$ cat src/rtl/uv_gpio_filt.sv
// ---------------------------------------------------------------------------
// uv_gpio_filt
// Per-bit GPIO input conditioning: two-flop synchroniser, optional debounce
// filter, and edge/level interrupt pending flags with write-1-to-clear.
//
// Build option: define GPIO_DEBOUNCE_EN to include the per-bit debounce
// counters. Without it, cfg_dbc_en / cfg_dbc_thr are accepted but ignored
// and every bit follows the synchroniser output directly.
// ---------------------------------------------------------------------------
module uv_gpio_filt #(
    parameter int IO_NUM = 32,
    parameter int DBC_W  = 16
) (
    input  logic              clk,
    input  logic              rst,
    input  logic [IO_NUM-1:0] gpio_in,
    input  logic [IO_NUM-1:0] cfg_dbc_en,
    input  logic [DBC_W-1:0]  cfg_dbc_thr,
    input  logic [IO_NUM-1:0] cfg_rise_en,
    input  logic [IO_NUM-1:0] cfg_fall_en,
    input  logic [IO_NUM-1:0] cfg_lvl_hi_en,
    input  logic [IO_NUM-1:0] cfg_lvl_lo_en,
    input  logic [IO_NUM-1:0] irq_clr,
    output logic [IO_NUM-1:0] gpio_val,
    output logic [IO_NUM-1:0] irq_pend,
    output logic              irq
);

    logic [IO_NUM-1:0] sync1;
    logic [IO_NUM-1:0] sync2;
    logic [IO_NUM-1:0] val_nxt;
    logic [IO_NUM-1:0] rise_evt;
    logic [IO_NUM-1:0] fall_evt;
    logic [IO_NUM-1:0] lvl_evt;
    logic [IO_NUM-1:0] pend_nxt;

    // Two-flop synchroniser for the asynchronous pad inputs.
    // NOTE: non-blocking assignments make sync2 capture the old sync1, so the
    // two stages are real flops rather than collapsing into one.
    always_ff @(posedge clk) begin
        if (rst) begin
            sync1 <= '0;
            sync2 <= '0;
        end else begin
            sync1 <= gpio_in;
            sync2 <= sync1;
        end
    end

`ifdef GPIO_DEBOUNCE_EN
    logic [DBC_W-1:0] cnt     [IO_NUM];
    logic [DBC_W-1:0] cnt_nxt [IO_NUM];

    // Debounce decision: a bit only follows sync2 once the mismatch has
    // persisted past the threshold; any agreement restarts the count.
    always_comb begin
        for (int i = 0; i < IO_NUM; i++) begin
            // NOTE: defaults first so every path assigns both outputs and
            // no latch is inferred.
            val_nxt[i] = gpio_val[i];
            cnt_nxt[i] = '0;
            if (!cfg_dbc_en[i]) begin
                val_nxt[i] = sync2[i];
            end else if (sync2[i] != gpio_val[i]) begin
                // >= (not ==) so a threshold lowered below the running count
                // still releases on the next edge instead of wrapping.
                if (cnt[i] >= cfg_dbc_thr) begin
                    val_nxt[i] = sync2[i];
                end else begin
                    cnt_nxt[i] = cnt[i] + DBC_W'(1);
                end
            end
        end
    end

    // Debounce counter registers.
    // NOTE: the counter array is a set of flops, not a RAM, so it is reset
    // explicitly; a reset mid-count must discard the partial count.
    always_ff @(posedge clk) begin
        if (rst) begin
            for (int i = 0; i < IO_NUM; i++) begin
                cnt[i] <= '0;
            end
        end else begin
            for (int i = 0; i < IO_NUM; i++) begin
                cnt[i] <= cnt_nxt[i];
            end
        end
    end
`else
    logic unused_dbc_cfg;

    // Debounce compiled out: the filtered value simply tracks sync2.
    assign val_nxt        = sync2;
    assign unused_dbc_cfg = ^{cfg_dbc_en, cfg_dbc_thr};
`endif

    // Filtered value register.
    always_ff @(posedge clk) begin
        if (rst) begin
            gpio_val <= '0;
        end else begin
            gpio_val <= val_nxt;
        end
    end

    // Interrupt set/clear. Edge events look at the transition happening on
    // this edge so the flag sets together with gpio_val; level events look at
    // the current gpio_val. A clear beats a level source for one cycle (so the
    // drop is visible) but never beats an edge event.
    always_comb begin
        rise_evt = val_nxt & ~gpio_val & cfg_rise_en;
        fall_evt = ~val_nxt & gpio_val & cfg_fall_en;
        lvl_evt  = (gpio_val & cfg_lvl_hi_en) | (~gpio_val & cfg_lvl_lo_en);
        pend_nxt = rise_evt | fall_evt | (~irq_clr & (irq_pend | lvl_evt));
    end

    // Pending flag register.
    always_ff @(posedge clk) begin
        if (rst) begin
            irq_pend <= '0;
        end else begin
            irq_pend <= pend_nxt;
        end
    end

    assign irq = |irq_pend;

endmodule

$ cat config.mk
export PLATFORM = sky130hd
export DESIGN_NAME = uv_gpio_filt
export DESIGN_NICKNAME = d
export VERILOG_FILES = /design/src/rtl/uv_gpio_filt.sv
export SDC_FILE = /design/constraint.sdc
export NUM_CORES = 1
export LEC_CHECK = 0
export ABC_AREA = 1
export CAP_MARGIN = 25
export CORE_MARGIN = 5
export CORE_UTILIZATION = 39
export CTS_BUF_LIST = sky130_fd_sc_hd__clkbuf_8
export DETAILED_ROUTE_END_ITERATION = 8
export GPL_TIMING_DRIVEN = 0
export PLACE_DENSITY = 0.83
export SYNTH_ARGS = -nofsm -noshare
export SYNTH_HDL_FRONTEND = slang
export SYNTH_SLANG_ARGS = --single-unit
$ cat constraint.sdc
create_clock -name clk -period 1.4 [get_ports clk]
set_clock_uncertainty 0.2 [all_clocks]
set_input_delay 0.28 -clock clk [delete_from_list [all_inputs] [get_ports clk]]
set_output_delay 0.28 -clock clk [all_outputs]
set_load 0.03 [all_outputs]
==> results.md <==
* Status: complete, but fails checks
* Failing checks: setup timing
* Share of cells above drive strength 1 at a little under a quarter
* Final antenna-violating net count at 0
* Die area at around 16000 sq um
* Pint at ~6.8 mW
* Unique masters post-synth at 9
* Pwr/cell area at about 1000 nW/um^2
* Final Hold Viols at 0
* P&R area growth vs syn at 73.89%
* Yosys top cell area share at around half
* WL per Instance at approximately 13 microns
* Number of global-route vias before repair at approximately 5.3k
* Max VDD drop at approximately 0.0006 V
* TritonCTS clock tree: built
* Placer Congestion at 0.8380
* CORE AREA at 13090 sq um
* Reg-to-reg endpoint: irq_pend[6]$_SDFF_PP0_
* Row count at 42
* Pin count of the biggest net entering global routing at 17
* Final wirelength at approximately 16000 microns
* Tot Pwr at around 9 mW
* Clk_lat worst skew at about 0.44 ns
* Rel. slew slack at approximately 86%
* CP Max Fanout at 3
* Largest family of logic cells by synthesized area: simple AND/OR/NAND/NOR gates
* FMAX at around 530 MHz
* Final cycle utilization of the critical path at 134.4%
* CP Cell Sequence: nor2_2 > nand4_1 > nor2_4 > nand2_2 > buf_6
* Iter 0 DRT Violations at about 260
* CTS Buf Count at 17
* RSZ-0062 raised after global routing: yes
* #FFs+latches synth at approximately 130
* Post-Synth XOR/XNOR Area at 0%
* Hold endpoint: sync2[22]$_SDFF_PP0_
* Number of vias per cell at between 4 and 5
* DP Wirelength at 11960 microns
* Bufs on Longest Clock Path at 2
* Number of remaining DRC errors at 0
* Final setup margin at -0.4816 ns
* Hold WC Path Type: in2reg
* Nets at 1307
* Slew @ Worst Pin at approximately 0.21 ns
* H-Tree Depth at 4
* CP Launch Type: register
* Psw at ~2.2 mW
* Sequential share of power at between 40% and 50%
* Fin util at 68.39%
* Complex-gate fraction of the synthesized area at between 3 and 4%
* Netlist Area Pre-Place at between 5000 and 6000 sq um
* Non-filler cells, final at ~1.3k
* GRT Total Usage at between 20 and 25%
* Die width at between 100 and 150 microns
* Worst-path clk slew at approximately 0.07 ns
* Register-to-register setup slack at 0.10 ns
* Hold Startpoint: rst
* CP peak stage delay at roughly 0.36 ns
* Pins over their slew limit at 0
* Die Ht at roughly 120 microns
* Required time worst endpoint at approximately 0.92 ns
* Worst setup path category: reg2out
* Sw frac at between 20% and 30%
* Starting Density at between 30% and 40%
* Final setup violation count at 26
* Sequential share of the synthesized area at 49.79%
* Static leakage power at between 4 and 5 nW
* Yosys warning count at 0
* # diodes at 0
* First-pass GRT wire length at around 25000 microns
* Port bufs at ~260
* Number of sinks on the clock net at about 130
* Post-synthesis mux area share at 0%
* Cells after Synth at roughly 750
* Setup crit end kind: output port
* DR pass1 iterations at 5
* Hold Crit Depth at 3
* Syn nets at 989
* Slowest CP cell: dfxtp_4
* Routed vias at between 5k and 6k
* Adder-Cell Fraction of Synth Area at 0%
* Mean Syn Cell Area at about 6.9 sq um
* Logic pwr share at around 18%
* Post-synth top area cell: dfxtp_1
* Synth top area cells: dfxtp_1, inv_1, nand2_1
* Pre-CTS WS at -0.6166 ns
* Final min period at ~1.9 ns
* Simple-Gate Fraction of Synth Area at approximately 28%
* CTS Root Cell: clkbuf_8
* # IOs at about 310
* Crit path DAT at between 1 and 1.5 ns
* Max Cap Viol at 0
* Worst Reg2Reg Path Length in Cells at 7
* Clock network power share at a little under two fifths
* Antenna violations before repair at 0
* GRT overflow at 0
* R2R Path Start: gpio_val[6]$_SDFF_PP0_
* Inst Count DP at 1180
area by class of cell:
class	count	area, sq um
clock inverter	9	128.9
tap	176	220.2
inverter	224	840.8
sequential	128	2658
clock buffer	23	316.6
buffer	14	150.1
timing repair buffer	299	2979
fill	1025	4136
multi-input combinational	381	1655
metal layers:
metal | vias to the layer above | track usage [%] | part of all wire, %
met4 | 0 | 8.418 | 2.6
met3 | 39 | 5.875 | 7.2
li1 | 2794 | - | -
met2 | 201 | 35.91 | 51
met1 | 2358 | 22.31 | 39
met5 | - | 0 | 0
metrics by stage:
stage | setup TNS [ns] | instance area [sq um] | hold WS (ns)
after floorplan | 0 | 5177 | 0.1870
after global placement | -6.970 | 7970 | 0.1889
final | -1.131 | 8949 | 0.02952
after detailed placement | -7.180 | 7970 | 0.1923
after CTS | -2.523 | 8823 | 0.009824
after global routing | -3.919 | 8949 | 0.02390
layout by cell type (no fill, tap or decap), types with 4 or more instances in the layout:
cell	netlist	layout
a21oi_1	32	32
buf_4	2	41
buf_6	12	79
clkbuf_8	0	23
clkdlybuf4s50_1	0	192
clkinvlp_4	0	4
dfxtp_1	128	64
dfxtp_2	0	58
dfxtp_4	0	6
inv_1	224	204
inv_2	0	21
nand2_1	144	135
nand2_2	0	8
nand3_1	96	96
nor2_1	108	100
nor2_2	0	5
what timing repair did:
item | 4_1_cts | 5_1_grt
setup buffers | 32 | 11
hold endpoints to repair | 8 | 0
endpoints found under the setup margin | 65 | 65
pin swaps | 13 | 12
hold buffers | 1 | 0
gates cloned | 0 | 0
resized for setup | 517 | 28
power by group through the flow:
stage	Sequential (mW)	Combinational (mW)	Clock (mW)
after floorplan	4.16	0.428	0
after global placement	3.99	1.41	0
final	3.94	1.58	3.44
after detailed placement	4.00	1.43	0
after global routing	3.95	1.71	3.70
after CTS	3.93	1.54	3.50
synth_stat cells:
cell	n
nand3_1	96
nand2_1	144
nor2_1	108
buf_6	12
a21oi_1	32
dfxtp_1	128
nand4_1	1
inv_1	224
buf_4	2
worst max-delay path, delay by kind of cell (launching register included):
kind,cells,cell delay [ns]
buffers and inverters,1,0.13
and+or+nand+nor,4,0.46
DFF,1,0.36
how the worst max path moves through the flow:
stage / to / cells past startpoint / slack, ns / from
floorplan: irq / 4 / 0.003 / irq_pend[12]$_SDFF_PP0_
global placement: irq / 7 / -0.63 / irq_pend[0]$_SDFF_PP0_
detailed placement: irq / 7 / -0.62 / irq_pend[0]$_SDFF_PP0_
CTS: irq / 7 / -0.52 / irq_pend[2]$_SDFF_PP0_
global route: irq / 5 / -0.57 / irq_pend[12]$_SDFF_PP0_
finish: irq / 5 / -0.48 / irq_pend[12]$_SDFF_PP0_
registers in the layout (all words and copies together), names as in the netlist:
register  cells
gpio_val     32
irq_pend     32
sync1        32
sync2        32
kinds of logic (layout without fill, tap and decap cells):
| logic type | after synthesis | after routing |
|---|---|---|
| simple gates | 349 | 349 |
| buf+inv | 238 | 569 |
| flops | 128 | 128 |
| compound gates | 32 | 32 |
(Power assumes the default switching activity.)
